$ cat src/rtl/bp_pkg.sv
// Shared types and counter arithmetic for the branch history table predictor.
package bp_pkg;

  localparam int CTR_MAX_W = 4;

  typedef enum logic [0:0] {
    ST_CLEAR = 1'b0,
    ST_RUN   = 1'b1
  } bp_state_e;

  // Weakly not-taken: MSB clear, all lower bits set.
  function automatic logic [CTR_MAX_W-1:0] ctr_init(input int ctr_w);
    return CTR_MAX_W'((1 << (ctr_w - 1)) - 1);
  endfunction

  function automatic logic [CTR_MAX_W-1:0] ctr_sat_update(
    input logic [CTR_MAX_W-1:0] ctr,
    input logic                 taken,
    input int                   ctr_w
  );
    logic [CTR_MAX_W-1:0] ctr_max;
    ctr_max = CTR_MAX_W'((1 << ctr_w) - 1);
    if (taken) begin
      return (ctr >= ctr_max) ? ctr_max : ctr + CTR_MAX_W'(1);
    end
    return (ctr == '0) ? ctr : ctr - CTR_MAX_W'(1);
  endfunction

endpackage

$ cat src/rtl/bht_ctr_array.sv
// Saturating-counter table: one read-modify-write port, one registered read
// port with write-first bypass so a same-index read sees the post-update value.
module bht_ctr_array
  import bp_pkg::*;
#(
  parameter  int ENTRIES = 64,
  parameter  int CTR_W   = 2,
  localparam int IDX_W   = $clog2(ENTRIES)
) (
  input  logic             clk,
  input  logic             rst_n,
  input  logic             wr_en,
  input  logic             wr_init,
  input  logic [IDX_W-1:0] wr_idx,
  input  logic             wr_taken,
  input  logic             rd_en,
  input  logic             rd_force_init,
  input  logic [IDX_W-1:0] rd_idx,
  output logic [CTR_W-1:0] rd_ctr
);

  localparam logic [CTR_W-1:0] INIT_CTR = CTR_W'(ctr_init(CTR_W));

  logic [CTR_W-1:0] mem [ENTRIES];
  logic [CTR_W-1:0] wr_cur;
  logic [CTR_W-1:0] wr_data;
  logic [CTR_W-1:0] rd_ctr_next;
  logic [CTR_W-1:0] rd_ctr_reg;

  assign wr_cur  = mem[wr_idx];
  assign wr_data = wr_init ? INIT_CTR
                           : CTR_W'(ctr_sat_update(CTR_MAX_W'(wr_cur), wr_taken, CTR_W));

  always_ff @(posedge clk) begin
    if (wr_en) begin
      mem[wr_idx] <= wr_data;
    end
  end

  // During the clear sweep the table contents are stale, so reads report the initial value.
  always_comb begin
    rd_ctr_next = mem[rd_idx];
    if (rd_force_init) begin
      rd_ctr_next = INIT_CTR;
    end else if (wr_en && (wr_idx == rd_idx)) begin
      rd_ctr_next = wr_data;
    end
  end

  always_ff @(posedge clk or negedge rst_n) begin
    if (!rst_n) begin
      rd_ctr_reg <= '0;
    end else if (rd_en) begin
      rd_ctr_reg <= rd_ctr_next;
    end
  end

  assign rd_ctr = rd_ctr_reg;

endmodule

$ cat src/rtl/bht_predictor.sv
// Bimodal / gshare branch direction predictor with non-speculative global
// history and a one-entry-per-cycle clear sweep after reset or clr_req.
module bht_predictor
  import bp_pkg::*;
#(
  parameter  int ENTRIES = 64,
  parameter  int CTR_W   = 2,
  parameter  int GHR_W   = 8,
  parameter  int GSHARE  = 1,
  localparam int IDX_W   = $clog2(ENTRIES)
) (
  input  logic             clk,
  input  logic             rst_n,
  input  logic             pred_req,
  input  logic [31:0]      pred_pc,
  output logic             pred_vld,
  output logic             pred_taken,
  output logic [IDX_W-1:0] pred_idx,
  output logic [CTR_W-1:0] pred_ctr,
  input  logic             upd_vld,
  input  logic [IDX_W-1:0] upd_idx,
  input  logic             upd_taken,
  input  logic             clr_req,
  output logic             busy
);

  bp_state_e        state_reg, state_next;
  logic [IDX_W-1:0] ptr_reg, ptr_next;
  logic [GHR_W-1:0] ghr_reg, ghr_next;
  logic             pred_vld_reg;
  logic [IDX_W-1:0] pred_idx_reg;

  logic [IDX_W-1:0] hist_idx;
  logic [IDX_W-1:0] rd_idx;
  logic             wr_en;
  logic             wr_init;
  logic [IDX_W-1:0] wr_idx;
  logic             unused_pc_bits;

  // History folded onto the index width: zero-extended or truncated.
  for (genvar gi = 0; gi < IDX_W; gi++) begin : g_hist
    if (gi < GHR_W) begin : g_bit
      assign hist_idx[gi] = ghr_reg[gi];
    end else begin : g_zero
      assign hist_idx[gi] = 1'b0;
    end
  end

  assign rd_idx = (GSHARE != 0) ? (pred_pc[IDX_W+1:2] ^ hist_idx) : pred_pc[IDX_W+1:2];
  assign unused_pc_bits = ^{pred_pc[31:IDX_W+2], pred_pc[1:0]};

  always_comb begin
    state_next = state_reg;
    ptr_next   = ptr_reg;
    ghr_next   = ghr_reg;
    wr_en      = 1'b0;
    wr_init    = 1'b0;
    wr_idx     = upd_idx;
    case (state_reg)
      ST_CLEAR: begin
        wr_en   = 1'b1;
        wr_init = 1'b1;
        wr_idx  = ptr_reg;
        if (clr_req) begin
          ptr_next = '0;
          ghr_next = '0;
        end else if (ptr_reg == IDX_W'(ENTRIES - 1)) begin
          state_next = ST_RUN;
          ptr_next   = '0;
        end else begin
          ptr_next = ptr_reg + IDX_W'(1);
        end
      end
      default: begin
        // A clear in the same cycle as an update wins and drops the update.
        if (clr_req) begin
          state_next = ST_CLEAR;
          ptr_next   = '0;
          ghr_next   = '0;
        end else if (upd_vld) begin
          wr_en    = 1'b1;
          ghr_next = (ghr_reg << 1) | GHR_W'(upd_taken);
        end
      end
    endcase
  end

  always_ff @(posedge clk or negedge rst_n) begin
    if (!rst_n) begin
      state_reg    <= ST_CLEAR;
      ptr_reg      <= '0;
      ghr_reg      <= '0;
      pred_vld_reg <= 1'b0;
      pred_idx_reg <= '0;
    end else begin
      state_reg    <= state_next;
      ptr_reg      <= ptr_next;
      ghr_reg      <= ghr_next;
      pred_vld_reg <= pred_req;
      if (pred_req) begin
        pred_idx_reg <= rd_idx;
      end
    end
  end

  bht_ctr_array #(
    .ENTRIES (ENTRIES),
    .CTR_W   (CTR_W)
  ) u_ctr_array (
    .clk           (clk),
    .rst_n         (rst_n),
    .wr_en         (wr_en),
    .wr_init       (wr_init),
    .wr_idx        (wr_idx),
    .wr_taken      (upd_taken),
    .rd_en         (pred_req),
    .rd_force_init (state_reg == ST_CLEAR),
    .rd_idx        (rd_idx),
    .rd_ctr        (pred_ctr)
  );

  assign pred_vld   = pred_vld_reg;
  assign pred_idx   = pred_idx_reg;
  assign pred_taken = pred_ctr[CTR_W-1];
  assign busy       = (state_reg == ST_CLEAR);

endmodule

$ cat config.mk
export PLATFORM = sky130hd
export DESIGN_NAME = bht_predictor
export DESIGN_NICKNAME = d
export VERILOG_FILES = /design/src/rtl/bp_pkg.sv /design/src/rtl/bht_ctr_array.sv /design/src/rtl/bht_predictor.sv
export SDC_FILE = /design/constraint.sdc
export NUM_CORES = 1
export LEC_CHECK = 0
export BUFFER_PORTS_ARGS = -buffer_cell sky130_fd_sc_hd__clkbuf_2
export CAP_MARGIN = 5
export CORE_MARGIN = 5
export CORE_UTILIZATION = 55
export CTS_BUF_LIST = sky130_fd_sc_hd__clkbuf_2
export DETAILED_ROUTE_END_ITERATION = 7
export GPL_ROUTABILITY_DRIVEN = 0
export PLACE_DENSITY_LB_ADDON = 0.12
export SYNTH_ARGS = -nofsm -noshare
export SYNTH_HDL_FRONTEND = slang
export SYNTH_SLANG_ARGS = --single-unit
$ cat constraint.sdc
create_clock -name clk -period 4.3 [get_ports clk]
set_clock_uncertainty 0.2 [all_clocks]
set_input_delay 0.645 -clock clk [delete_from_list [all_inputs] [get_ports clk]]
set_output_delay 0.645 -clock clk [all_outputs]
set_load 0.02 [all_outputs]
; ---- Word-level counts from Yosys, hierarchy flattened
; Memories as Yosys holds them, arrays and structs flattened.
; Index checks and enable logic that the tools add are counted.
[word_totals]
out_inout_bits = 11
n_memories = 1
elab_cells = 48
ram_bits = 128
reg_bits = 22
[op_classes]
eq_ne = 3
n_reduce_logical = 5
muxes = 26
order_cmp = 1
n_bitwise = 3
add_sub_neg = 3
[memory_table]
columns = name, words, width, rd, rd_ports_with_merged_regs, wr, line_no
row1 = u_ctr_array.mem, 64, 2, 2, 0, 1, bht_ctr_array.sv:24  ; logic [CTR_W-1:0] mem [ENTRIES];
[ops]
columns = operator, count
row1 = two-way mux 6 bit, 9
row2 = two-way mux 2 bit, 7
row3 = two-way mux 1 bit, 10
row4 = "adder 6 x 1 -> 6 bit, second input constant", 1
row5 = == test 6 bit, 1
row6 = "== test 6 bit, second input constant", 1
row7 = bitwise OR 6 x 1 -> 6 bit, 1
row8 = bitwise XOR 6 bit, 1
row9 = nonzero test 2 bit, 2
row10 = "adder 2 x 1 -> 2 bit, second input constant", 1
row11 = "greater-or-equal comparator 2 bit, second input constant", 1
row12 = zero test 2 bit, 1
row13 = "inequality test 2 bit, second input constant", 1
row14 = AND reduction 2 bit, 1
row15 = "subtractor 2 x 1 -> 2 bit, second input constant", 1
row16 = logical AND 1 bit, 1
row17 = NOT 1 bit, 1

; ---- Logic depth before layout (Yosys ltp)
; An unclocked memory read counts as a cell.
[logic_depth]
word_depth = 9
mapped_depth = 11

; ---- Cells and area by module
; Synthesis repeated with hierarchy kept, for this count alone.
[hier_totals]
hier_cells = 549
hier_area_um2 = 7646.1
[by_module_without_submodules]
columns = mod, cells_per_inst, seq_area_each_um2, instances, area_each_um2
row1 = bht_ctr_array, 453, 3893.7, 1, 6646.4
row2 = bht_predictor, 96, 500.5, 1, 999.7

; ---- Least setup slack after synthesis
; OpenSTA, ideal clock, no wires.
[synth_timing]
kind = input to register
startpoint = input port upd_idx[1]
endpoint = memory u_ctr_array.mem[0][1] (data pin)
path_slack_ns = -0.125
path_buffers = 2
stages = 10
arrival_ns = 3.726
required_ns = 3.601
cell_sequence = or3b_1 clkbuf_1 and2_1 buf_2 a21oi_1 nor4_1 o22ai_1 nor4_1 maj3_1 nor2_1
[synth_between]
elab_chain_cells = 7
word_cells_on_any_way = 11
classes_between = add/sub (2) / order compare (1) / mux (6) / reduce/logical (1) / memory (1)
[synth_rtl]
columns = element, line_no
row1 = "start, declared", bht_predictor.sv:21  ; input logic [IDX_W-1:0] upd_idx,
row2 = two-way mux 6 bit (*), bht_predictor.sv:59  ; case (state_reg)
row3 = memory (64 x 2 bit) (*), --
row4 = adder 2 x 1 -> 2 bit or greater-or-equal comparator 2 bit (tied branches), bp_pkg.sv:24  ; return (ctr >= ctr_max) ? ctr_max : ctr + CTR_MAX_W'(1);
row5 = two-way mux 2 bit, bp_pkg.sv:24
row6 = two-way mux 2 bit, bp_pkg.sv:23  ; if (taken) begin
row7 = two-way mux 2 bit (*), bp_pkg.sv:26  ; return (ctr == '0) ? ctr : ctr - CTR_MAX_W'(1);
row8 = two-way mux 2 bit (*), bht_ctr_array.sv:31  ; assign wr_data = wr_init ? INIT_CTR
row9 = named net u_ctr_array.wr_data[1], bht_ctr_array.sv:26  ; logic [CTR_W-1:0] wr_data;
row10 = "end, declared", bht_ctr_array.sv:24
; The timed path passes the listed nets; every way through them passes the cells marked *. The select of a mux whose other input is x is not followed.

; ---- Final worst setup path
[layout_timing]
startpoint = register state_reg
endpoint = memory u_ctr_array.mem[46][1] (data pin)
[layout_between]
elab_chain_cells = 7
word_cells_on_any_way = 11
classes_between = add/sub (2) / order compare (1) / mux (6) / reduce/logical (1) / memory (1)
[layout_rtl]
columns = element, line_no
row1 = "start, declared", bht_predictor.sv:27  ; bp_state_e state_reg, state_next;
row2 = "start signal, assigned", bht_predictor.sv:96  ; state_reg <= state_next;
row3 = two-way mux 6 bit, bht_predictor.sv:59
row4 = memory (64 x 2 bit), --
row5 = adder 2 x 1 -> 2 bit or greater-or-equal comparator 2 bit (tied branches), bp_pkg.sv:24
row6 = two-way mux 2 bit, bp_pkg.sv:24
row7 = two-way mux 2 bit, bp_pkg.sv:23
row8 = two-way mux 2 bit, bp_pkg.sv:26
row9 = two-way mux 2 bit (*), bht_ctr_array.sv:31
row10 = named net u_ctr_array.wr_data[1], bht_ctr_array.sv:26
; Marks and branches as above.

==> metrics.md <==
| Metric | Value |
|---|---|
| Clock buffer depth | 2 |
| Starting Density | 0.5553 |
| Per-cell routed wire length | 23.96 um |
| CTS Buf Count | 17 |
| Gate Count Post-Synth | between 600 and 700 |
| Die ar. | 16310 um2 |
| Skew-Pair Late Insertion Delay | 0.75 ns |
| Core area | 13720 um2 |
| Nets | 719 |
| I/O Pins | 55 |
| CTS tree | done |
| Post-DP HPWL | 13860 um |
| Max-cap check violation count | 0 |
| Via count | 5650 |
| Syn avg cell area | 12.39 um2 |
| Minimum clock period | ~4.2 ns |
| Yosys top cell area share | 0.5045 |
| Crit Path Category | reg -> reg |
| Synth unique cells | just under 60 |
| CTS clk-pin slew, worst paths | approximately 0.22 ns |
| Hold/Removal Path Class | in -> reg |
| Crit path max fanout | 32 |
| Placed cell count | 829 |
| Arr. time, crit path | 4.49 ns |
| Most common cell after layout, fill and taps aside | edfxtp_1 |
| Leading area contributor after synthesis | edfxtp_1 |
| Cell Rows | 43 |
| Setup TNS Final | 0 ns |
| WP data required | 4.60 ns |
| Max-slew violation count | 0 |
| Final hold vios | 0 |
| DIE WIDTH | 127.7 um |
| Largest net degree at the start of global routing | 65 |
| Worst Tran Pin Value | 0.9373 ns |
| Rel. slew slack | 0.3685 |
| Final setup fails | 0 |
| Global-route wire length before repair | roughly 31000 um |
| IO Port Bufs | 28 |
| Pwr/cell area | 324.6 nW/um2 |
| Max Fclk | 238.7 MHz |
| Vias/cell | around 6.5 |
| Initial antenna violation count | 0 |
| Post-Syn Area | approximately 7600 um2 |
| RSZ-0062 raised after global routing | no |
| Vias in the first global route | 5504 |
| Critical-path top delay cell | dfrtp_2 |
| Post-CTS Setup Bufs | 0 |
| GRT Util Overall | 0.2617 |
| Max reg flops | 128 |
| Worst setup EP type | register |
| Antenna Nets Post-Route | 0 |
| Main synth FF type | edfxtp_1 |
| Register area share after synthesis | 0.5768 |
| # clock sinks | 150 |
| Async SR Flop Fraction | 0.1467 |
| Htree depth | 4 |
| Ant diodes | 0 |
| Non-Filler Instances | 867 |
| Reg with most FFs | u_ctr_array.mem |
| CP peak stage delay | 0.59 ns |
| Critical path startpoint category | register |
| Worst-path cell chain | or3_1 -> and2_1 -> buf_4 -> a21oi_1 -> nor4_1 -> o22ai_1 -> nor4_1 -> maj3_1 -> nor2_4 -> buf_12 |
| Area grow syn2layout | 11.97% |
| Most frequent cells in the layout | 128 x edfxtp_1, 92 x nand2_1, 80 x nor2_1 |
| Synthesis-stage register bit count | 150 |
| Cell mode on critical path | nor4_1 |
| Die H | 127.7 um |
| Synth warn | 0 |
| Drt pass-1 iters | 5 |
| Share of layout cells above drive strength 1 | 0.2329 |
| Root buffer cell | clkbuf_2 |
| Top cells by area, synth | edfxtp_1 50%, mux4_2 12%, dfrtp_1 7.2% |
| Peak VDD IR | 0.1574 mV |
| Syn nets | 660 |
| DRT iter0 DRCs | around 640 |
| Residual DRC | 0 |
| Grt ovf | 0 |
| EDFF count, synth | 128 |
| Total Routed Length | 20770 um |
| Tcrit/Tclk final | 0.9742 |
| Static leakage | 0.002900 uW |
| Status | finished, final reports clean |
## metal layers
| layer | GRT usage | wire length (um) | vias up |
|---|---|---|---|
| li1 | - | - | 2471 |
| met1 | 0.3546 | 7719 | 2712 |
| met2 | 0.3945 | 9475 | 394 |
| met3 | 0.06833 | 2562 | 73 |
| met4 | 0.1336 | 1015 | 0 |
| met5 | 0 | 0 | - |
## cell type report
type,instances,area [um2]
fill,1081,5189
sequential,150,4398
multi-input combinational,425,3072
timing repair buffer,75,568.0
tap,180,225.2
clock inverter,13,153.9
clock buffer,19,95.09
inverter,5,18.77
## per-stage QoR
stage               hold WS [ns]  total power (uW)  setup WS (ns)  utilization  cell area, um2
floorplan                 0.1494              1824         0.5229            -            7621
global placement          0.2917              1948         0.2228       0.5993            8222
detailed placement        0.2953              1953         0.1783       0.5993            8222
CTS                      0.01344              2771         0.1007       0.6211            8521
global route             0.01782              2871        0.05445       0.6218            8531
finish                   0.04060              2769         0.1109       0.6218            8531
## repair_timing
action | CTS | global route
resized for setup | 0 | 3
setup endpoints to repair | 0 | 64
hold buffers | 5 | 0
hold endpoints to repair | 29 | 0
## critical path: cells and delay by family (launching register included)
family,cells,cell delay [ns]
flops,1,0.59
simple gates,5,2.02
buf+inv,2,0.45
fa+ha+maj,1,0.46
compound gates,2,0.21
## cell usage after synthesis, drive strengths merged (12+ instances only)
library cell    n
edfxtp        128
mux2i          12
nor2           81
o22ai          13
dfrtp          22
nand2          92
nor4           12
buf            20
a21oi          52
clkbuf         16
nand3          20
mux4           41
## where the power goes
part           internal [uW]  switching, uW
clock network            329            507
registers               1570           13.0
logic                    138            211
total                   2040            731
## logic make-up after synthesis
group,after synthesis,synth area share
flops,150,0.5768
simple gates,238,0.1376
fa+ha+maj,3,0.004270
compound gates,109,0.08902
xor+xnor,14,0.01708
buf+inv,41,0.02578
mux,60,0.1494
## worst paths after layout
kind	endpoint	start	slack (ns)	cells after the start
setup / recovery	u_ctr_array.mem[46][1]$_DFFE_PP_	state_reg$_DFF_PN0_	0.11	10
hold / removal	ghr_reg[3]$_DFFE_PN0P_	clr_req	0.04	2
setup reg to reg	u_ctr_array.mem[46][1]$_DFFE_PP_	state_reg$_DFF_PN0_	0.11	10
hold reg to reg	pred_idx[2]$_DFFE_PN0P_	pred_idx[2]$_DFFE_PN0P_	0.34	1
max in group asynchronous	ptr_reg[1]$_DFFE_PN0P_	rst_n	3.33	2
min in group asynchronous	ptr_reg[5]$_DFFE_PN0P_	rst_n	0.17	2
Power figures use the tool's default switching activity.
